--- src/rtl/tmr_vote_mon_pkg.sv ---
// Shared encodings for the TMR vote monitor: FSM modes and faulty-replica ids.
package tmr_pkg;

  typedef enum logic [1:0] {
    MODE_NORMAL = 2'd0,
    MODE_TMR    = 2'd1,
    MODE_FAIL   = 2'd2
  } mode_e;

  typedef enum logic [1:0] {
    FID_NONE = 2'd0,
    FID_A    = 2'd1,
    FID_B    = 2'd2,
    FID_C    = 2'd3
  } fault_id_e;

endpackage

--- src/rtl/tmr_vote_mon_maj3.sv ---
// Combinational 3-way comparator/voter. Word-level majority by default;
// per-bit majority when TMR_BITWISE_VOTE_EN is defined.
module tmr_maj3
  import tmr_pkg::*;
#(
  parameter int W = 8
) (
  input  logic [W-1:0] a,
  input  logic [W-1:0] b,
  input  logic [W-1:0] c,
  output logic         eq_ab,
  output logic         eq_ac,
  output logic         eq_bc,
  output logic [W-1:0] maj,
  output fault_id_e    fid
);

`ifdef TMR_BITWISE_VOTE_EN
  logic [W-1:0] diff;
`endif

  always_comb begin
    eq_ab = (a == b);
    eq_ac = (a == c);
    eq_bc = (b == c);
    fid   = FID_NONE;
`ifdef TMR_BITWISE_VOTE_EN
    maj  = (a & b) | (a & c) | (b & c);
    diff = (a ^ b) | (a ^ c) | (b ^ c);
    // A replica is blamed only if it is the lone dissenter on every differing bit.
    if (diff != '0) begin
      if      ((a ^ maj) == diff) fid = FID_A;
      else if ((b ^ maj) == diff) fid = FID_B;
      else if ((c ^ maj) == diff) fid = FID_C;
    end
`else
    maj = (eq_bc && !eq_ab) ? b : a;
    if      (eq_ab && !eq_bc) fid = FID_C;
    else if (eq_ac && !eq_ab) fid = FID_B;
    else if (eq_bc && !eq_ab) fid = FID_A;
`endif
  end

endmodule

--- src/rtl/tmr_vote_mon.sv ---
// Dynamic-TMR receive monitor: dual-compare in NORMAL, triple vote in TMR, hold in FAIL.
// Optional per-bit TMR voting via TMR_BITWISE_VOTE_EN.
module tmr_vote_mon
  import tmr_pkg::*;
#(
  parameter int cmd_l     = 4,
  parameter int QUIET_CNT = 16,
  parameter int CNT_W     = 8
) (
  input  logic               clk,
  input  logic               rst,
  input  logic               in_valid,
  input  logic [2*cmd_l-1:0] cmd_a,
  input  logic [2*cmd_l-1:0] cmd_b,
  input  logic [2*cmd_l-1:0] cmd_c,
  input  logic               clr_fail,
  output logic               out_valid,
  output logic [2*cmd_l-1:0] cmd_out,
  output logic [1:0]         mode,
  output logic               err_corr,
  output logic               err_uncorr,
  output logic [1:0]         fault_id,
  output logic [CNT_W-1:0]   fault_cnt_a,
  output logic [CNT_W-1:0]   fault_cnt_b,
  output logic [CNT_W-1:0]   fault_cnt_c
);

  localparam int          CW        = 2*cmd_l;
  localparam logic [15:0] QUIET_MAX = 16'(QUIET_CNT);
  localparam logic [CNT_W-1:0] CNT_SAT = '1;

  logic          eq_ab, eq_ac, eq_bc;
  logic [CW-1:0] maj;
  fault_id_e     maj_fid;

  tmr_maj3 #(.W(CW)) u_maj3 (
    .a(cmd_a), .b(cmd_b), .c(cmd_c),
    .eq_ab(eq_ab), .eq_ac(eq_ac), .eq_bc(eq_bc),
    .maj(maj), .fid(maj_fid)
  );

  mode_e            mode_q, mode_d;
  logic [15:0]      quiet_q, quiet_d;
  logic             out_valid_q, out_valid_d;
  logic [CW-1:0]    cmd_out_q, cmd_out_d;
  logic             err_corr_q, err_corr_d;
  logic             err_uncorr_q, err_uncorr_d;
  fault_id_e        fault_id_q, fault_id_d;
  logic [CNT_W-1:0] cnt_a_q, cnt_a_d, cnt_b_q, cnt_b_d, cnt_c_q, cnt_c_d;

  logic          corr, uncorr;
  logic [CW-1:0] vote;
  fault_id_e     fid_v;

  // Classify the current sample under the rule of the current mode.
  always_comb begin
    corr   = 1'b0;
    uncorr = 1'b0;
    vote   = cmd_a;
    fid_v  = FID_NONE;
    case (mode_q)
      MODE_NORMAL: begin
        if (eq_ab) begin
          vote = cmd_a;
        end else if (eq_ac || eq_bc) begin
          corr  = 1'b1;
          vote  = maj;
          fid_v = maj_fid;
        end else begin
          uncorr = 1'b1;
        end
      end
      MODE_TMR: begin
        if (eq_ab && eq_bc) begin
          vote = cmd_a;
        end else begin
`ifdef TMR_BITWISE_VOTE_EN
          corr  = 1'b1;
          vote  = maj;
          fid_v = maj_fid;
`else
          if (eq_ab || eq_ac || eq_bc) begin
            corr  = 1'b1;
            vote  = maj;
            fid_v = maj_fid;
          end else begin
            uncorr = 1'b1;
          end
`endif
        end
      end
      default: uncorr = 1'b1;
    endcase
  end

  always_comb begin
    mode_d       = mode_q;
    quiet_d      = quiet_q;
    out_valid_d  = in_valid;
    cmd_out_d    = cmd_out_q;
    err_corr_d   = 1'b0;
    err_uncorr_d = 1'b0;
    fault_id_d   = FID_NONE;
    cnt_a_d      = cnt_a_q;
    cnt_b_d      = cnt_b_q;
    cnt_c_d      = cnt_c_q;
    if (in_valid) begin
      if (uncorr) begin
        err_uncorr_d = 1'b1;
        mode_d       = MODE_FAIL;
      end else begin
        cmd_out_d = vote;
        if (corr) begin
          err_corr_d = 1'b1;
          fault_id_d = fid_v;
          quiet_d    = '0;
          mode_d     = MODE_TMR;
          if (fid_v == FID_A && cnt_a_q != CNT_SAT) cnt_a_d = cnt_a_q + 1'b1;
          if (fid_v == FID_B && cnt_b_q != CNT_SAT) cnt_b_d = cnt_b_q + 1'b1;
          if (fid_v == FID_C && cnt_c_q != CNT_SAT) cnt_c_d = cnt_c_q + 1'b1;
        end else if (mode_q == MODE_TMR) begin
          if (quiet_q + 16'd1 == QUIET_MAX) begin
            mode_d  = MODE_NORMAL;
            quiet_d = '0;
          end else begin
            quiet_d = quiet_q + 16'd1;
          end
        end
      end
    end
    // The sample in the same cycle was already handled under FAIL rules above.
    if (mode_q == MODE_FAIL && clr_fail) begin
      mode_d  = MODE_TMR;
      quiet_d = '0;
    end
  end

  always_ff @(posedge clk or posedge rst) begin
    if (rst) begin
      mode_q       <= MODE_NORMAL;
      quiet_q      <= '0;
      out_valid_q  <= 1'b0;
      cmd_out_q    <= '0;
      err_corr_q   <= 1'b0;
      err_uncorr_q <= 1'b0;
      fault_id_q   <= FID_NONE;
      cnt_a_q      <= '0;
      cnt_b_q      <= '0;
      cnt_c_q      <= '0;
    end else begin
      mode_q       <= mode_d;
      quiet_q      <= quiet_d;
      out_valid_q  <= out_valid_d;
      cmd_out_q    <= cmd_out_d;
      err_corr_q   <= err_corr_d;
      err_uncorr_q <= err_uncorr_d;
      fault_id_q   <= fault_id_d;
      cnt_a_q      <= cnt_a_d;
      cnt_b_q      <= cnt_b_d;
      cnt_c_q      <= cnt_c_d;
    end
  end

  assign out_valid   = out_valid_q;
  assign cmd_out     = cmd_out_q;
  assign mode        = mode_q;
  assign err_corr    = err_corr_q;
  assign err_uncorr  = err_uncorr_q;
  assign fault_id    = fault_id_q;
  assign fault_cnt_a = cnt_a_q;
  assign fault_cnt_b = cnt_b_q;
  assign fault_cnt_c = cnt_c_q;

endmodule

--- config.mk ---
export PLATFORM = sky130hd
export DESIGN_NAME = tmr_vote_mon
export DESIGN_NICKNAME = d
export VERILOG_FILES = /design/src/rtl/tmr_vote_mon_pkg.sv /design/src/rtl/tmr_vote_mon_maj3.sv /design/src/rtl/tmr_vote_mon.sv
export SDC_FILE = /design/constraint.sdc
export NUM_CORES = 1
export LEC_CHECK = 0
export BUFFER_PORTS_ARGS = -buffer_cell sky130_fd_sc_hd__buf_2
export CAP_MARGIN = 15
export CORE_MARGIN = 5
export CORE_UTILIZATION = 30
export CTS_BUF_LIST = sky130_fd_sc_hd__clkbuf_16
export DETAILED_ROUTE_END_ITERATION = 7
export PLACE_DENSITY_LB_ADDON = 0.15
export SYNTH_ARGS = -nofsm -noshare
export SYNTH_HDL_FRONTEND = slang
export SYNTH_SLANG_ARGS = --single-unit
--- constraint.sdc ---
create_clock -name clk -period 2.7 [get_ports clk]
set_input_delay 0.54 -clock clk [delete_from_list [all_inputs] [get_ports clk]]
set_output_delay 0.54 -clock clk [all_outputs]
set_load 0.05 [all_outputs]
# Yosys cells after proc, flatten, opt, wreduce, memory -nomap -nowiden
# Index checks and enable logic that the tools add are counted.
[op_classes] bitwise_logic=1 eq_ne=13 reduce_logical=24 n_addsub=4 mux=44
[op_table] cell="16-bit 2-to-1 mux" count=6
[op_table] cell="8-bit 2-to-1 mux" count=5
[op_table] cell="2-bit 2-to-1 mux" count=15
[op_table] cell="8-bit by 1-bit adder with 8-bit output (second input constant)" count=3
[op_table] cell="8-bit equality test" count=3
[op_table] cell="8-bit != test (second input constant)" count=3
[op_table] cell="16-bit by 1-bit adder with 16-bit output (second input constant)" count=1
[op_table] cell="16-bit by 5-bit equality test with 1-bit output (second input constant)" count=1
[op_table] cell="8-bit case mux with 2 select lines" count=1
[op_table] cell="1-bit 2-to-1 mux" count=14
[op_table] cell="4-bit AND reduction" count=3
[op_table] cell="1-bit logical AND" count=8
[op_table] cell="4-bit nonzero test" count=2
[op_table] cell="2-bit equality test (second input constant)" count=3
[op_table] cell="3-bit AND reduction" count=2
[op_table] cell="2-bit by 1-bit equality test with 1-bit output (second input constant)" count=2
[op_table] cell="1-bit case mux with 2 select lines" count=2
[op_table] cell="2-bit case mux with 2 select lines" count=1
[op_table] cell="1-bit logical OR" count=3
[op_table] cell="3-bit nonzero test" count=1
[op_table] cell="1-bit zero test" count=2
[op_table] cell="2-bit zero test" count=1
[op_table] cell="2-bit by 1-bit != test with 1-bit output (second input constant)" count=1
[op_table] cell="2-bit AND reduction" count=1
[op_table] cell="other kinds (2)" count=2
[totals] elab_cells=96 register_bits=55 in_bits=28 output_inout_bits=39

# Logic depth before layout (Yosys ltp)
[logic_depth] ltp_word=12 ltp_mapped=9 ltp_nobuf=8

# Modules after synthesis
# Synthesis repeated with hierarchy kept, for this count alone.
[unflattened] hier_cells=336 area_unflattened_um2=3358.2
[modules_own_cells] module="tmr_vote_mon" seq_area_each_um2=1376.3 n_inst=1 area_per_inst_um2=2920.3 cells_each=290
[modules_own_cells] module="tmr_maj3" seq_area_each_um2=0.0 n_inst=1 area_per_inst_um2=437.9 cells_each=46

# Least setup slack after synthesis
# OpenSTA, ideal clock, no wires.
[synth_timing] path_kind="input -> register" start="input cmd_b[7]" end="register cnt_c_q[1], in the netlist fault_cnt_c[1]" t_arrival_ps=2191 stages=6 setup_ps=127 path_buffers=0 path_slack_ps=382 required_ps=2573 path_cell_list="xor2_1 nor4_4 and2_4 nand3_4 a311oi_4 mux2_1"
[synth_between] elab_chain_cells=12 word_cells_on_any_way=33 cone_classes="eq/ne: 3; mux: 18; bitwise: 1; reduce/logical: 11"
[synth_lines] element="start: declaration" line="tmr_vote_mon.sv:14" source="input logic [2*cmd_l-1:0] cmd_b,"
[synth_lines] element="8-bit equality test" line="tmr_vote_mon_maj3.sv:23" source="eq_ab = (a == b);"
[synth_lines] element="1-bit zero test" line="tmr_vote_mon_maj3.sv:39, tmr_vote_mon_maj3.sv:40"
[synth_lines] element="1-bit logical AND" line="tmr_vote_mon_maj3.sv:40" source="else if (eq_bc && !eq_ab) fid = FID_A;"
[synth_lines] element="1-bit 2-to-1 mux" line="tmr_vote_mon_maj3.sv:40"
[synth_lines] element="2-bit 2-to-1 mux" line="tmr_vote_mon_maj3.sv:39" source="else if (eq_ac && !eq_ab) fid = FID_B;"
[synth_lines] element="2-bit 2-to-1 mux" line="tmr_vote_mon_maj3.sv:38" source="if (eq_ab && !eq_bc) fid = FID_C;"
[synth_lines] element="2-bit 2-to-1 mux (on tied branches)" line="tmr_vote_mon.sv:82, tmr_vote_mon.sv:65"
[synth_lines] element="2-bit 2-to-1 mux (on tied branches)" line="tmr_vote_mon.sv:74, tmr_vote_mon.sv:63"
[synth_lines] element="2-bit case mux with 2 select lines" line="tmr_vote_mon.sv:61" source="case (mode_q)"
[synth_lines] element="2-bit equality test" line="tmr_vote_mon.sv:120" source="if (fid_v == FID_C && cnt_c_q != CNT_SAT) cnt_c_d = cnt_c_q + 1'b1;"
[synth_lines] element="1-bit logical AND" line="tmr_vote_mon.sv:120"
[synth_lines] element="4-bit AND reduction (no source line) (*)"
[synth_lines] element="end signal: assignment" line="tmr_vote_mon.sv:160" source="cnt_c_q <= cnt_c_d;"
[synth_lines] element="end: declaration" line="tmr_vote_mon.sv:49" source="logic [CNT_W-1:0] cnt_a_q, cnt_a_d, cnt_b_q, cnt_b_d, cnt_c_q, cnt_c_d;"
# Mark *: on every way between the ends. The rest lies on a longest branch, timed or not.
# A chain may end at the register's enable or synchronous reset.

# Worst setup path after layout
[layout_timing] start="register quiet_q[5]" end="register mode_q[0], in the netlist mode[0]"
[layout_between] elab_chain_cells=4
[layout_lines] element="start: declaration" line="tmr_vote_mon.sv:43" source="logic [15:0] quiet_q, quiet_d;"
[layout_lines] element="start signal: assignment" line="tmr_vote_mon.sv:152" source="quiet_q <= quiet_d;"
[layout_lines] element="16-bit by 1-bit adder with 16-bit output" line="tmr_vote_mon.sv:122" source="if (quiet_q + 16'd1 == QUIET_MAX) begin"
[layout_lines] element="16-bit by 5-bit equality test with 1-bit output" line="tmr_vote_mon.sv:122"
[layout_lines] element="4-bit nonzero test (no source line)"
[layout_lines] element="3-bit AND reduction (no source line)"
[layout_lines] element="end signal: assignment" line="tmr_vote_mon.sv:151" source="mode_q <= mode_d;"
[layout_lines] element="end: declaration" line="tmr_vote_mon.sv:42" source="mode_e mode_q, mode_d;"
# Every way passes these cells.

==> report_table.html <==
<table>
<tr><th>Metric</th><th>Value</th></tr>
<tr><th colspan="2">Synthesis</th></tr>
<tr><td>Fraction of synthesized area in multiplexers</td><td>0.0156</td></tr>
<tr><td>EDFF count, synth</td><td>0</td></tr>
<tr><td>Fraction of registers with async set/reset</td><td>1.00</td></tr>
<tr><td>Most common cell in the netlist</td><td>dfrtp_1</td></tr>
<tr><td>Total number of yosys warnings</td><td>0</td></tr>
<tr><td>Share of the synthesized area in compound gates (AO/OA/AOI/OAI)</td><td>0.153</td></tr>
<tr><td>Share of the yosys chip area belonging to registers</td><td>0.400</td></tr>
<tr><td>Synthesis-stage register bit count</td><td>55</td></tr>
<tr><td>Cell type with the largest total area after synthesis</td><td>dfrtp_1</td></tr>
<tr><td>Most frequently used flop master after synthesis</td><td>dfrtp_1</td></tr>
<tr><td>Synth Area in Adders</td><td>0.0182</td></tr>
<tr><td>Synthesized cell area</td><td>roughly 0.0034 mm2</td></tr>
<tr><td>Dominant combinational cell family by area after synthesis</td><td>simple AND/OR/NAND/NOR gates</td></tr>
<tr><td>Count of mapped cells out of synthesis</td><td>348</td></tr>
<tr><td>Library cells used by synthesis</td><td>63</td></tr>
<tr><td>Synthesized netlist net count</td><td>around 380</td></tr>
<tr><td>Most area-consuming cells after synthesis</td><td>dfrtp_1 (40%), xnor2_1 (6.9%), xor2_1 (4.8%)</td></tr>
<tr><td>Top cell types by occurrence after synthesis</td><td>dfrtp_1 (55), nand2_1 (41), xnor2_1 (27)</td></tr>
<tr><td>XOR/XNOR share of the synthesized area</td><td>0.117</td></tr>
<tr><td>Simple-gate share of the synthesized area</td><td>0.262</td></tr>
<tr><td>Syn_area_per_cell</td><td>approximately 10 um2</td></tr>
<tr><td>Fraction of post-synthesis cell area in the top cell type by area</td><td>0.400</td></tr>
<tr><th colspan="2">Route</th></tr>
<tr><td>Number of search-and-repair iterations in the first detailed-routing pass</td><td>4</td></tr>
<tr><td>Avg WL per Cell</td><td>around 15 um</td></tr>
<tr><td>Met3 Routed Length</td><td>about 310 um</td></tr>
<tr><td>Wl on met1</td><td>4120 um</td></tr>
<tr><td>Vias per cell</td><td>5.03</td></tr>
<tr><td>Count of routing violations after the opening detailed-route iteration</td><td>100</td></tr>
<tr><td>Met2 routed WL</td><td>4150 um</td></tr>
<tr><td>Total length of routed wires</td><td>~8700 um</td></tr>
<tr><td>Count of antenna-violating nets left after detailed routing</td><td>0</td></tr>
<tr><td>Total via count after detailed routing</td><td>2878</td></tr>
<tr><td>Remaining DRCs</td><td>0</td></tr>
<tr><td>Top sig layer</td><td>met4</td></tr>
<tr><th colspan="2">Global routing</th></tr>
<tr><td>Number of antenna violations at the first check in global routing</td><td>0</td></tr>
<tr><td>Maximum number of pins on one net before global-route repair</td><td>31</td></tr>
<tr><td>Remaining global-route overflow</td><td>0</td></tr>
<tr><td>Total routing usage reported by global routing</td><td>0.132</td></tr>
<tr><td>Global-route wire length before repair</td><td>around 15000 um</td></tr>
<tr><td>Via count of the first global-routing pass</td><td>a little under 3000</td></tr>
<tr><th colspan="2">CTS</th></tr>
<tr><td>Clock latency reported for the late side of the worst-skew pair</td><td>between 0.2 and 0.3 ns</td></tr>
<tr><td>Number of buffers created by CTS</td><td>5</td></tr>
<tr><td>Clock tree from TritonCTS</td><td>built</td></tr>
<tr><td>Max Buffers Root-to-Sink</td><td>2</td></tr>
<tr><td>TritonCTS Sinks</td><td>between 50 and 60</td></tr>
<tr><td>CTS Root Buffer Type</td><td>clkbuf_16</td></tr>
<tr><td>Reg clk slew, reported paths</td><td>around 0.08 ns</td></tr>
<tr><td>Htree depth</td><td>2</td></tr>
<tr><th colspan="2">Floorplanning</th></tr>
<tr><td>Die boundary height</td><td>between 100 and 150 um</td></tr>
<tr><td>Initial core utilization</td><td>0.304</td></tr>
<tr><td>Site row count</td><td>39</td></tr>
<tr><td>Die X</td><td>117 um</td></tr>
<tr><td>Area of the core</td><td>0.0113 mm2</td></tr>
<tr><td>Die outline area</td><td>0.0137 mm2</td></tr>
<tr><td>IO Count</td><td>67</td></tr>
<tr><th colspan="2">STA</th></tr>
<tr><td>Final period demand of the worst path</td><td>about 2.4 ns</td></tr>
<tr><td>Slew Limit Headroom</td><td>0.609</td></tr>
<tr><td>Final Cycle Share</td><td>0.892</td></tr>
<tr><td>Final-layout setup total negative slack</td><td>0 ns</td></tr>
<tr><td>Number of failing hold endpoints at the final stage</td><td>0</td></tr>
<tr><td>Transition time at the pin with the least slew margin</td><td>0.579 ns</td></tr>
<tr><td>Worst hold slack</td><td>0.291 ns</td></tr>
<tr><td>Pins Over Slew Limit</td><td>0</td></tr>
<tr><td>Clock Skew</td><td>between 0.003 and 0.004 ns</td></tr>
<tr><td>Count of final setup violators</td><td>0</td></tr>
<tr><td>Setup repair after global routing missed its margin</td><td>no</td></tr>
<tr><td>Achievable frequency</td><td>roughly 420 MHz</td></tr>
<tr><th colspan="2">Finish</th></tr>
<tr><td>Proportion of layout cells with a drive suffix above 1</td><td>0.294</td></tr>
<tr><td>Number of antenna diodes</td><td>0</td></tr>
<tr><td>Number of nets in the final layout</td><td>about 460</td></tr>
<tr><td>Area growth from synthesis to layout</td><td>22.2%</td></tr>
<tr><th colspan="2">Flow run</th></tr>
<tr><td>Number of maximum-capacitance constraint violations</td><td>0</td></tr>
<tr><th colspan="2">Setup path</th></tr>
<tr><td>Worst reg2reg setup slack</td><td>0.29 ns</td></tr>
<tr><td>Logic depth of the worst register-to-register path</td><td>7</td></tr>
<tr><td>Worst path required time</td><td>2.92 ns</td></tr>
<tr><td>Category of the critical setup timing path</td><td>flip-flop to flip-flop</td></tr>
<tr><td>Launching point of the worst reg2reg path</td><td>quiet_q[5]</td></tr>
<tr><td>Worst setup EP type</td><td>flip-flop</td></tr>
<tr><td>Element type at the critical path start</td><td>flip-flop</td></tr>
<tr><td>FF-to-FF End</td><td>mode[0]</td></tr>
<tr><td>Crit path max fanout</td><td>10</td></tr>
<tr><td>Worst endpoint data arrival time</td><td>2.63 ns</td></tr>
<tr><th colspan="2">Pwr</th></tr>
<tr><td>Maximum vdd ir drop</td><td>0.319 mV</td></tr>
<tr><td>Total power divided by cell area</td><td>571 mW/mm2</td></tr>
<tr><td>Lkg Pwr</td><td>1.86 nW</td></tr>
<tr><th colspan="2">Placement</th></tr>
<tr><td>DP Wirelength</td><td>6500 um</td></tr>
<tr><td>Routability congestion estimate</td><td>about 0.79</td></tr>
<tr><td># port buffers</td><td>66</td></tr>
<tr><th colspan="2">Outcome</th></tr>
<tr><td>Result of the run</td><td>finished clean</td></tr>
<tr><th colspan="2">Worst hold path</th></tr>
<tr><td>Worst min path class</td><td>primary input to async pin</td></tr>
</table>
[worst max path at each step]
stage,startpoint,end,cells past startpoint
2_1_floorplan,cmd_b[7],fault_cnt_c[1],6
3_3_place_gp,cmd_c[4],fault_cnt_b[1],8
3_5_place_dp,cmd_c[4],fault_cnt_b[1],8
4_1_cts,quiet_q[0],quiet_q[7],8
5_1_grt,quiet_q[5],quiet_q[7],7
6_report,quiet_q[5],mode[0],7
[worst max-delay path: stages, from the launching register on]
cell      delay [ns]
dfrtp_1         0.53
nand3_2         0.28
nor3_4          0.34
a311oi_1        0.14
a21o_1          0.20
nand4_4         0.21
or4b_1          0.47
a31oi_1         0.17
[placed cells by master, fill, tap and decap left out, drive strengths merged, types with 2 or more instances in the layout]
cell type	instances
a21o	2
a21oi	7
a22oi	7
a311oi	2
a31oi	15
a41oi	2
and2	6
and3	12
and4	2
buf	88
clkbuf	5
dfrtp	55
ha	5
inv	10
mux2	3
mux2i	2
nand2	42
nand2b	6
nand3	15
nand4	21
nor2	20
nor3	10
nor4	7
o211ai	2
o21a	2
o21ai	8
o22ai	3
o31ai	6
or2	3
or3	2
xnor2	27
xor2	19
[sequential cells by signal, summed over array words and instances (netlist names)]
register     cells
fault_cnt_a      8
cmd_out          8
quiet_q         16
fault_id         2
mode             2
err_uncorr       1
err_corr         1
fault_cnt_b      8
out_valid        1
fault_cnt_c      8
[cell families (layout without fill, tap and decap cells)]
kind of cell,after synthesis,in the layout
buffers and inverters,23,104
AO/OA/AOI/OAI,64,64
adder cells (fa/ha/maj),5,5
XOR/XNOR,46,46
flip-flops,55,55
multiplexers,5,5
AND/OR/NAND/NOR,150,150
[routing by layer]
metal,vias up,global-route usage
met2,50,0.221
li1,1428,-
met4,0,0.0367
met3,8,0.0231
met5,-,0
met1,1392,0.176
[power breakdown]
group	switching, mW	total (mW)	internal (mW)
registers	0.0876	1.00	0.916
logic	0.503	0.729	0.227
clock network	0.322	0.667	0.345
[through the flow]
step                setup slack [ns]  utilization  cells  power (mW)  area (um2)
floorplan                      0.382            -    348        1.52        3440
global placement               0.116        0.358    564        1.75        4050
detailed placement             0.112        0.358    564        1.76        4050
CTS                            0.274        0.371    572        2.44        4200
global route                  0.0663        0.371    572        2.52        4200
finish                         0.291        0.371    572        2.40        4200
[repair_timing]
action                                 CTS  global route
hold buffers                             0             0
setup endpoints to repair                0             1
setup buffers                            0             0
endpoints found under the hold margin    0             0
gates resized for setup                  0             1
[cell type report]
class	count	area [um2]
Fill cell	1192	7120
Multi-Input combinational cell	270	1950
Sequential cell	55	1380
Timing Repair Buffer	88	520
Tap cell	143	179
Clock buffer	5	125
Inverter	8	30.0
Clock inverter	3	20.0
Note: power is estimated with default switching activity, not from simulation.
